`src/rtl/pp_hazard_ctrl_if.sv`:
```
// pp_hazard_ctrl_if: signal bundle between the CPU pipeline and the hazard controller.
//   Pipeline -> controller: ID/EX/MEM/WR register fields and control bits, EX_MDStart, Redirect.
//   Controller -> pipeline: PC/IFID/IDEX enables, the three flushes, FwdA/FwdB, MD_Busy,
//   MD_Done, StallCnt, FlushCnt.
//   modport master = pipeline side, modport slave = hazard controller side.
interface pp_hazard_ctrl_if #(
    parameter int RW    = 5,
    parameter int CNT_W = 16
);
    logic [RW-1:0]    ID_Rs, ID_Rt;
    logic             ID_UseRs, ID_UseRt;
    logic [RW-1:0]    EX_Rs, EX_Rt, EX_Rw;
    logic             EX_RegWr, EX_MemtoReg, EX_MDStart;
    logic [RW-1:0]    MEM_Rw;
    logic             MEM_RegWr;
    logic [RW-1:0]    WR_Rw;
    logic             WR_RegWr;
    logic             Redirect;

    logic             PC_EN, IFID_EN, IDEX_EN;
    logic             IFID_Flush, IDEX_Flush, EXMEM_Flush;
    logic [1:0]       FwdA, FwdB;
    logic             MD_Busy, MD_Done;
    logic [CNT_W-1:0] StallCnt, FlushCnt;

    modport master (
        output ID_Rs, ID_Rt, ID_UseRs, ID_UseRt,
        output EX_Rs, EX_Rt, EX_Rw, EX_RegWr, EX_MemtoReg, EX_MDStart,
        output MEM_Rw, MEM_RegWr, WR_Rw, WR_RegWr, Redirect,
        input  PC_EN, IFID_EN, IDEX_EN, IFID_Flush, IDEX_Flush, EXMEM_Flush,
        input  FwdA, FwdB, MD_Busy, MD_Done, StallCnt, FlushCnt
    );

    modport slave (
        input  ID_Rs, ID_Rt, ID_UseRs, ID_UseRt,
        input  EX_Rs, EX_Rt, EX_Rw, EX_RegWr, EX_MemtoReg, EX_MDStart,
        input  MEM_Rw, MEM_RegWr, WR_Rw, WR_RegWr, Redirect,
        output PC_EN, IFID_EN, IDEX_EN, IFID_Flush, IDEX_Flush, EXMEM_Flush,
        output FwdA, FwdB, MD_Busy, MD_Done, StallCnt, FlushCnt
    );
endinterface

```
`src/rtl/pp_hazard_ctrl.sv`:
```
// pp_hazard_ctrl: hazard controller for the 5-stage pipeline.
//   EX-operand forwarding select, load-use stall, multi-cycle EX stall (IDLE/BUSY FSM with
//   down-counter), control-hazard flush (depth set by BR_STAGE), and saturating stall/flush
//   performance counters.
//   Ports: Clk  - rising-edge clock
//          Clr  - synchronous active-high reset
//          hz   - pp_hazard_ctrl_if.slave bundle (pipeline fields in, enables/flushes/selects out)
module pp_hazard_ctrl #(
    parameter int RW       = 5,
    parameter int MD_LAT   = 4,
    parameter int BR_STAGE = 2,
    parameter int CNT_W    = 16
) (
    input logic              Clk,
    input logic              Clr,
    pp_hazard_ctrl_if.slave  hz
);
    localparam int CW = $clog2(MD_LAT + 1);

    localparam logic [0:0] IDLE = 1'b0;
    localparam logic [0:0] BUSY = 1'b1;

    localparam logic [1:0] FWD_RF  = 2'b00;
    localparam logic [1:0] FWD_MEM = 2'b01;
    localparam logic [1:0] FWD_WR  = 2'b10;

    logic [0:0]       state;
    logic [CW-1:0]    cnt;
    logic [CNT_W-1:0] stall_cnt, flush_cnt;
    logic             busy, mds, lu, pc_en;

    function automatic logic [1:0] fwd_sel(
        input logic [RW-1:0] src,
        input logic          mem_wr,
        input logic [RW-1:0] mem_rw,
        input logic          wr_wr,
        input logic [RW-1:0] wr_rw
    );
        if (mem_wr && mem_rw != '0 && mem_rw == src)
            return FWD_MEM;
        else if (wr_wr && wr_rw != '0 && wr_rw == src)
            return FWD_WR;
        else
            return FWD_RF;
    endfunction

    always_comb begin
        busy = (state == BUSY);
        mds  = (!busy && hz.EX_MDStart) || (busy && cnt != '0);
        lu   = hz.EX_MemtoReg && hz.EX_RegWr && hz.EX_Rw != '0 &&
               ((hz.ID_UseRs && hz.ID_Rs == hz.EX_Rw) ||
                (hz.ID_UseRt && hz.ID_Rt == hz.EX_Rw));
    end

    always_comb begin
        if (Clr) begin
            hz.FwdA = FWD_RF;
            hz.FwdB = FWD_RF;
        end else begin
            hz.FwdA = fwd_sel(hz.EX_Rs, hz.MEM_RegWr, hz.MEM_Rw, hz.WR_RegWr, hz.WR_Rw);
            hz.FwdB = fwd_sel(hz.EX_Rt, hz.MEM_RegWr, hz.MEM_Rw, hz.WR_RegWr, hz.WR_Rw);
        end
    end

    // Priority: Clr > Redirect > multi-cycle stall > load-use.
    always_comb begin
        pc_en          = 1'b1;
        hz.IFID_EN     = 1'b1;
        hz.IDEX_EN     = 1'b1;
        hz.IFID_Flush  = 1'b0;
        hz.IDEX_Flush  = 1'b0;
        hz.EXMEM_Flush = 1'b0;
        if (Clr) begin
            hz.IFID_Flush  = 1'b1;
            hz.IDEX_Flush  = 1'b1;
            hz.EXMEM_Flush = 1'b1;
        end else if (hz.Redirect) begin
            hz.IFID_Flush  = 1'b1;
            hz.IDEX_Flush  = 1'b1;
            hz.EXMEM_Flush = (BR_STAGE == 2);
        end else if (mds) begin
            // ID/EX is held, not bubbled, so a coincident load-use needs no bubble here.
            pc_en          = 1'b0;
            hz.IFID_EN     = 1'b0;
            hz.IDEX_EN     = 1'b0;
            hz.EXMEM_Flush = 1'b1;
        end else if (lu) begin
            pc_en          = 1'b0;
            hz.IFID_EN     = 1'b0;
            hz.IDEX_Flush  = 1'b1;
        end
    end

    assign hz.PC_EN    = pc_en;
    assign hz.MD_Busy  = busy;
    assign hz.MD_Done  = busy && cnt == '0 && !Clr;
    assign hz.StallCnt = stall_cnt;
    assign hz.FlushCnt = flush_cnt;

    always_ff @(posedge Clk) begin
        if (Clr || hz.Redirect) begin
            state <= IDLE;
            cnt   <= '0;
        end else begin
            case (state)
                IDLE: begin
                    if (hz.EX_MDStart) begin
                        state <= BUSY;
                        cnt   <= CW'(MD_LAT - 1);
                    end
                end
                default: begin
                    if (cnt == '0)
                        state <= IDLE;
                    else
                        cnt <= cnt - CW'(1);
                end
            endcase
        end
    end

    always_ff @(posedge Clk) begin
        if (Clr) begin
            stall_cnt <= '0;
            flush_cnt <= '0;
        end else begin
            if (!pc_en && stall_cnt != '1)
                stall_cnt <= stall_cnt + CNT_W'(1);
            if (hz.Redirect && flush_cnt != '1)
                flush_cnt <= flush_cnt + CNT_W'(1);
        end
    end
endmodule

```
`src/flat_wrapper.sv`:
```
// flat-port wrapper written by rule: the top's interface ports become plain ports
module pp_hazard_ctrl_flat 
#(
    parameter int RW       = 5,
    parameter int MD_LAT   = 4,
    parameter int BR_STAGE = 2,
    parameter int CNT_W    = 16
)
  (Clk, Clr, hz_ID_Rs, hz_ID_Rt, hz_ID_UseRs, hz_ID_UseRt, hz_EX_Rs, hz_EX_Rt, hz_EX_Rw, hz_EX_RegWr, hz_EX_MemtoReg, hz_EX_MDStart, hz_MEM_Rw, hz_MEM_RegWr, hz_WR_Rw, hz_WR_RegWr, hz_Redirect, hz_PC_EN, hz_IFID_EN, hz_IDEX_EN, hz_IFID_Flush, hz_IDEX_Flush, hz_EXMEM_Flush, hz_FwdA, hz_FwdB, hz_MD_Busy, hz_MD_Done, hz_StallCnt, hz_FlushCnt);
  pp_hazard_ctrl_if #(.RW(RW), .CNT_W(CNT_W)) hz_i ();
  input logic Clk;
  input logic Clr;
  input wire logic [$bits(hz_i.ID_Rs)-1:0] hz_ID_Rs;
  input wire logic [$bits(hz_i.ID_Rt)-1:0] hz_ID_Rt;
  input wire logic [$bits(hz_i.ID_UseRs)-1:0] hz_ID_UseRs;
  input wire logic [$bits(hz_i.ID_UseRt)-1:0] hz_ID_UseRt;
  input wire logic [$bits(hz_i.EX_Rs)-1:0] hz_EX_Rs;
  input wire logic [$bits(hz_i.EX_Rt)-1:0] hz_EX_Rt;
  input wire logic [$bits(hz_i.EX_Rw)-1:0] hz_EX_Rw;
  input wire logic [$bits(hz_i.EX_RegWr)-1:0] hz_EX_RegWr;
  input wire logic [$bits(hz_i.EX_MemtoReg)-1:0] hz_EX_MemtoReg;
  input wire logic [$bits(hz_i.EX_MDStart)-1:0] hz_EX_MDStart;
  input wire logic [$bits(hz_i.MEM_Rw)-1:0] hz_MEM_Rw;
  input wire logic [$bits(hz_i.MEM_RegWr)-1:0] hz_MEM_RegWr;
  input wire logic [$bits(hz_i.WR_Rw)-1:0] hz_WR_Rw;
  input wire logic [$bits(hz_i.WR_RegWr)-1:0] hz_WR_RegWr;
  input wire logic [$bits(hz_i.Redirect)-1:0] hz_Redirect;
  output wire logic [$bits(hz_i.PC_EN)-1:0] hz_PC_EN;
  output wire logic [$bits(hz_i.IFID_EN)-1:0] hz_IFID_EN;
  output wire logic [$bits(hz_i.IDEX_EN)-1:0] hz_IDEX_EN;
  output wire logic [$bits(hz_i.IFID_Flush)-1:0] hz_IFID_Flush;
  output wire logic [$bits(hz_i.IDEX_Flush)-1:0] hz_IDEX_Flush;
  output wire logic [$bits(hz_i.EXMEM_Flush)-1:0] hz_EXMEM_Flush;
  output wire logic [$bits(hz_i.FwdA)-1:0] hz_FwdA;
  output wire logic [$bits(hz_i.FwdB)-1:0] hz_FwdB;
  output wire logic [$bits(hz_i.MD_Busy)-1:0] hz_MD_Busy;
  output wire logic [$bits(hz_i.MD_Done)-1:0] hz_MD_Done;
  output wire logic [$bits(hz_i.StallCnt)-1:0] hz_StallCnt;
  output wire logic [$bits(hz_i.FlushCnt)-1:0] hz_FlushCnt;
  assign hz_i.ID_Rs = hz_ID_Rs;
  assign hz_i.ID_Rt = hz_ID_Rt;
  assign hz_i.ID_UseRs = hz_ID_UseRs;
  assign hz_i.ID_UseRt = hz_ID_UseRt;
  assign hz_i.EX_Rs = hz_EX_Rs;
  assign hz_i.EX_Rt = hz_EX_Rt;
  assign hz_i.EX_Rw = hz_EX_Rw;
  assign hz_i.EX_RegWr = hz_EX_RegWr;
  assign hz_i.EX_MemtoReg = hz_EX_MemtoReg;
  assign hz_i.EX_MDStart = hz_EX_MDStart;
  assign hz_i.MEM_Rw = hz_MEM_Rw;
  assign hz_i.MEM_RegWr = hz_MEM_RegWr;
  assign hz_i.WR_Rw = hz_WR_Rw;
  assign hz_i.WR_RegWr = hz_WR_RegWr;
  assign hz_i.Redirect = hz_Redirect;
  assign hz_PC_EN = hz_i.PC_EN;
  assign hz_IFID_EN = hz_i.IFID_EN;
  assign hz_IDEX_EN = hz_i.IDEX_EN;
  assign hz_IFID_Flush = hz_i.IFID_Flush;
  assign hz_IDEX_Flush = hz_i.IDEX_Flush;
  assign hz_EXMEM_Flush = hz_i.EXMEM_Flush;
  assign hz_FwdA = hz_i.FwdA;
  assign hz_FwdB = hz_i.FwdB;
  assign hz_MD_Busy = hz_i.MD_Busy;
  assign hz_MD_Done = hz_i.MD_Done;
  assign hz_StallCnt = hz_i.StallCnt;
  assign hz_FlushCnt = hz_i.FlushCnt;
  pp_hazard_ctrl #(.RW(RW), .MD_LAT(MD_LAT), .BR_STAGE(BR_STAGE), .CNT_W(CNT_W)) u_core (.Clk(Clk), .Clr(Clr), .hz(hz_i));
endmodule
```
`config.mk`:
```
export PLATFORM = sky130hd
export DESIGN_NAME = pp_hazard_ctrl_flat
export DESIGN_NICKNAME = d
export VERILOG_FILES = /design/src/rtl/pp_hazard_ctrl_if.sv /design/src/rtl/pp_hazard_ctrl.sv /design/src/flat_wrapper.sv
export SDC_FILE = /design/constraint.sdc
export NUM_CORES = 1
export LEC_CHECK = 0
export BUFFER_PORTS_ARGS = -buffer_cell sky130_fd_sc_hd__buf_2
export CORE_MARGIN = 5
export CORE_UTILIZATION = 52
export DETAILED_ROUTE_END_ITERATION = 8
export PLACE_DENSITY = 0.86
export SLEW_MARGIN = 20
export SYNTH_ARGS = -nofsm -noshare
export SYNTH_HDL_FRONTEND = slang
export SYNTH_SLANG_ARGS = --single-unit
```
`constraint.sdc`:
```
create_clock -name Clk -period 5.5 [get_ports Clk]
set_clock_uncertainty 0.05 [all_clocks]
set_input_delay 1.1 -clock Clk [delete_from_list [all_inputs] [get_ports Clk]]
set_output_delay 1.1 -clock Clk [all_outputs]
set_load 0.01 [all_outputs]
```
-- Word level (Yosys, flattened, before mapping)
Cells that the tools add are included.
- bits in registers: 36
- input port bits: 45
- output and inout bits: 44
- add/sub/neg operators: 3
- eq/ne operators: 9
- muxes and demuxes: 28
- reduce and logical (&&, ||, !) cells: 30
- operators with widths (operator ; number):
    16-bit by 1-bit adder with 16-bit output (second input constant) ; 2
    16-bit inequality test (second input constant) ; 2
    5-bit == test ; 6
    1-bit 2-to-1 mux ; 19
    1-bit logical AND ; 17
    5-bit nonzero test ; 3
    2-bit 2-to-1 mux ; 6
    3-bit 2-to-1 mux ; 3
    1-bit logical NOT ; 3
    3-bit logical NOT ; 1
    1-bit logical OR ; 3
    3-bit nonzero test ; 1
    3-bit by 1-bit subtractor with 3-bit output (second input constant) ; 1
    2-bit inequality test (second input constant) ; 1
    2-bit AND reduction ; 1
    2-bit nonzero test ; 1

-- Logic depth before layout (Yosys ltp)
- depth after elaboration: 10
- mapped depth: 9

-- Worst setup path after synthesis
OpenSTA, ideal clock, no wires.
- path kind: input -> output
- start point: in hz_EX_Rw[1]
- end point: out hz_PC_EN
- arrival: 2.497 ns
- data required time: 4.350 ns
- slack: 1.853 ns
- stages: 6
- buffers on the path: 2
- cells stage by stage: or3_1 o311a_4 a21oi_4 buf_6 nand2b_1 buf_4
- word-level cells in the longest chain between the ends: 8
- elaborated cells between the ends (all ways): 12
- those cells by class: eq/ne: 2; mux: 4; reduce/logical: 6
- ends and longest elaborated chain (element ; RTL line ; RTL):
    from (decl) ; flat_wrapper.sv:19 ; input wire logic [$bits(hz_i.EX_Rw)-1:0] hz_EX_Rw;
    5-bit == test, on equally long branches ; pp_hazard_ctrl.sv:51, pp_hazard_ctrl.sv:52 ;
    1-bit logical AND, on equally long branches ; pp_hazard_ctrl.sv:51, pp_hazard_ctrl.sv:52 ;
    1-bit logical OR ; pp_hazard_ctrl.sv:51 ; ((hz.ID_UseRs && hz.ID_Rs == hz.EX_Rw) ||
    1-bit logical AND (*) ; pp_hazard_ctrl.sv:50 ; lu = hz.EX_MemtoReg && hz.EX_RegWr && hz.EX_Rw != '0 &&
    1-bit 2-to-1 mux (*) (4 in a row) ; n/a ;
    to (decl) ; flat_wrapper.sv:28 ; output wire logic [$bits(hz_i.PC_EN)-1:0] hz_PC_EN;
Every way passes the cells marked *; elsewhere a longest branch is shown, timed or not.

-- Final worst setup path
- start point: in hz_EX_Rw[1]
- end point: out hz_IFID_EN
- word-level cells in the longest chain between the ends: 8
- elaborated cells between the ends (all ways): 12
- those cells by class: eq/ne: 2; mux: 4; reduce/logical: 6
- ends and longest elaborated chain (element ; RTL line ; RTL):
    5-bit == test, on equally long branches ; pp_hazard_ctrl.sv:51, pp_hazard_ctrl.sv:52 ;
    1-bit logical AND, on equally long branches ; pp_hazard_ctrl.sv:51, pp_hazard_ctrl.sv:52 ;
    1-bit logical OR ; pp_hazard_ctrl.sv:51 ;
    1-bit logical AND (*) ; pp_hazard_ctrl.sv:50 ;
    1-bit 2-to-1 mux (*) ; pp_hazard_ctrl.sv:87 ; end else if (lu) begin
    1-bit 2-to-1 mux (*) ; pp_hazard_ctrl.sv:81 ; end else if (mds) begin
    1-bit 2-to-1 mux (*) ; pp_hazard_ctrl.sv:77 ; end else if (hz.Redirect) begin
    1-bit 2-to-1 mux (*) ; pp_hazard_ctrl.sv:73 ; if (Clr) begin
    to (decl) ; flat_wrapper.sv:29 ; output wire logic [$bits(hz_i.IFID_EN)-1:0] hz_IFID_EN;
Marked as above.

==> metrics.md <==
| Metric | Value |
|---|---|
| Starting Density | 54.53% |
| Arr. time, crit path | 2.78 ns |
| Clk pwr share | 39.2% |
| I/O Pins | 89 |
| F_max | 254.4 MHz |
| Fraction of registers with async set or reset after synthesis | 0% |
| Fillers | 337 |
| Hold Path End | u_core.cnt[0]$_SDFFE_PP0P_ |
| FF-to-FF Start | u_core.cnt[0]$_SDFFE_PP0P_ |
| Number of global-route vias before repair | 2164 |
| Worst-path fanout max | 28 |
| Unique masters post-synth | 41 |
| Die height | 75.46 microns |
| PortBufs | 88 |
| Rel. slew slack | 57.24% |
| Fin crit period | 3.930 ns |
| CP cell instances | buf_2 -> or3_1 -> o311a_4 -> a21oi_4 -> nand2b_1 -> buf_2 |
| TritonCTS Buffers | 5 |
| Final Hold Viols | 0 |
| Power Total | 583.1 uW |
| Width of the die | 75.46 microns |
| Pins Over Slew Limit | 0 |
| Critical path class | in2out |
| Latest clock arrival within the worst-skew pair | 0.28 ns |
| Nets | 399 |
| Vias per std cell | 5.576 |
| Worst path max stage delay | 0.50 ns |
| CTS H-tree depth | 2 |
| DP Area | 2673 sq um |
| EDFF count, synth | 0 |
| Synth Area in Compound Gates | 11.12% |
| Hold depth | 1 |
| Syn-to-layout area delta | 24.76% |
| XOR/XNOR Fraction of Synth Area | 17.29% |
| Multi-input logic area | 1415 sq um |
| CP most frequent cell | buf_2 |
| Comb power frac | 14.9% |
| Hold Startpoint | u_core.cnt[0]$_SDFFE_PP0P_ |
| Slowest-stage cell, CP | a21oi_4 |
| Post-CTS setup buffer count | 0 |
| Largest net degree at the start of global routing | 37 |
| Simple-gate area share of the yosys netlist | 28.97% |
| Total GRT Usage | 20.45% |
| Cells after Synth | 265 |
| WP buf/inv | 2 |
| Sequential Power Share | 45.8% |
| Post-synthesis sequential area ratio | 32.34% |
| Sw Share | 25.08% |
| Hold Worst Slack | 0.4334 ns |
| Syn Nets | 314 |
| Max-Cap Viols | 0 |
| Period utilization | 71.46% |
| FP Rows | 23 |
| Largest area contributor in the netlist | dfxtp_1 |
| Hold Path Class | reg2reg |
| Synthesized flop and latch total | 36 |
| Worst Tran Pin Value | 0.6413 ns |
| CTS tree | yes |
| Die area | 5694 sq um |
| P per Cell Area | 209.7 nW/um^2 |
| Worst IR Drop VDD | 128.1 uV |
| Final wirelength | 5623 microns |
| Synth Warn # | 0 |
| Synth top area share | 32.34% |
| Setup crit start kind | primary input |
| Synth cell count leaders | dfxtp_1, nor2_1, xnor2_1 |
| Hold-fix buffers, CTS | 0 |
| CTS root buf | clkbuf_8 |
| CTS clock-pin slew for the worst setup and hold paths | 0.07 ns |
| Top cells by area, synth | dfxtp_1, xnor2_1, xor2_1 |
| Number of DRC markers in iteration 0 | 186 |
| Synth Flop Type | dfxtp_1 |
| Clk buf depth | 2 |
| DPL Wire Length | 4305 microns |
| Most frequent cell after synthesis | dfxtp_1 |
| Setup TNS Final | 0 ns |
| Drt pass-1 iters | 4 |
| Mean routed wirelength per cell | 14.02 microns |
| Pleak | 0.001168 uW |
| Final setup fails | 0 |
| Switching power total | 146.2 uW |
| RePlAce Congestion | 0.9195 |
| RSZ-0062 raised after global routing | false |
| Initial antenna violation count | 0 |
| Adder-Cell Fraction of Synth Area | 2.246% |
| Global-route wire length before repair | 9183 microns |
| Internal reg-to-reg setup slack | 3.30 ns |
| Post-route ant nets | 0 |
| Register Area | 720.7 sq um |
| Worst R2R End | u_core.hz.StallCnt[5]$_SDFFE_PP0P_ |
| Largest family of logic cells by synthesized area | simple AND/OR/NAND/NOR gates |
| Post-CTS Resized | 0 |
| Power Internal | 436.8 uW |
| Status | complete, no violations |
| Design Area, Final | 2780 sq um |
| Util after Layout | 68.03% |
| GR Overflow Total | 0 |
| N_diodes | 0 |
| DR vias | 2236 |
| Critical Path RT | 4.35 ns |
| Synthesized area | 2228 sq um |
| Share of layout cells above drive strength 1 | 30.48% |
| FF-to-FF path depth | 8 |
| CTS Sinks | 36 |
| Top delay family on crit path | compound AO/OA/AOI/OAI gates |
| Crit end category | primary output |
| Syn avg cell area | 8.409 sq um |
| Multiplexer share of the synthesized area | 3.874% |
| CORE AREA | 4086 sq um |
| DRC | 0 |
registers in the layout, summed over array words and instances (netlist names):
register            count
u_core.hz.FlushCnt     16
u_core.hz.StallCnt     16
u_core.cnt              3
u_core.hz.MD_Busy       1
area by class of cell:
class	count	share of cell area, %
clock buffer	6	2.610
inverter	9	1.215
timing repair buffer	88	15.84
tap	50	2.250
multi-input combinational	210	50.90
clock inverter	2	1.260
sequential	36	25.92
cell families after synthesis:
| kind of cell | Yosys count |
|---|---|
| simple gates | 121 |
| xor+xnor | 44 |
| buf+inv | 19 |
| flops | 36 |
| compound gates | 33 |
| mux | 8 |
| fa+ha+maj | 4 |
worst max-delay path by stage:
stage                     cells after the start         from  slack [ns]         end
after floorplan                               6  hz_EX_Rw[1]        1.85    hz_PC_EN
after global placement                        6  hz_EX_Rw[1]        1.62    hz_PC_EN
after detailed placement                      6  hz_EX_Rw[1]        1.59  hz_IFID_EN
after CTS                                     6  hz_EX_Rw[1]        1.58  hz_IFID_EN
after global routing                          6          Clr        1.45  hz_FwdA[1]
final                                         6  hz_EX_Rw[1]        1.57  hz_IFID_EN
worst register-to-register path: cells and delay by family (launching register included):
| family | cells | cell delay (ns) |
|---|---|---|
| buf+inv | 2 | 0.14 |
| fa+ha+maj | 2 | 0.34 |
| flops | 1 | 0.33 |
| compound gates | 1 | 0.48 |
| mux | 2 | 0.60 |
| simple gates | 1 | 0.16 |
power by group through the flow:
stage               registers, uW  clock network, uW  logic (uW)
global route                  268                245        96.7
floorplan                     274                  0        52.1
finish                        267                229        87.1
CTS                           267                233        87.6
global placement              273                  0        84.8
detailed placement            273                  0        86.9
routing by layer:
layer	vias up	track usage (%)	share of wire (%)
met4	0	7.184	1.8
li1	1127	-	-
met2	100	35.86	48
met1	999	23.97	40
met5	-	0	0
met3	10	5.409	10
placed cells by master, fill, tap and decap left out, types with 4 or more instances in the layout:
| cell type | synthesis | layout |
|---|---|---|
| xor2_1 | 21 | 21 |
| a21oi_1 | 9 | 9 |
| inv_1 | 9 | 9 |
| buf_2 | 2 | 88 |
| clkbuf_8 | 0 | 5 |
| nor2_1 | 27 | 27 |
| nor4_1 | 8 | 8 |
| nand2_1 | 15 | 15 |
| nor3_1 | 8 | 8 |
| nand4_1 | 10 | 10 |
| and3_1 | 6 | 6 |
| ha_1 | 4 | 4 |
| or3_1 | 6 | 6 |
| or4_1 | 7 | 7 |
| mux2_2 | 5 | 5 |
| xnor2_1 | 23 | 23 |
| o21ai_0 | 7 | 7 |
| dfxtp_1 | 36 | 36 |
| nand3_1 | 19 | 19 |
stage by stage:
step / worst slack [ns] / std cells
floorplan: 1.853 / 265
global placement: 1.622 / 393
detailed placement: 1.590 / 393
CTS: 1.579 / 401
global route: 1.446 / 401
finish: 1.570 / 401
Power figures use the tool's default switching activity.
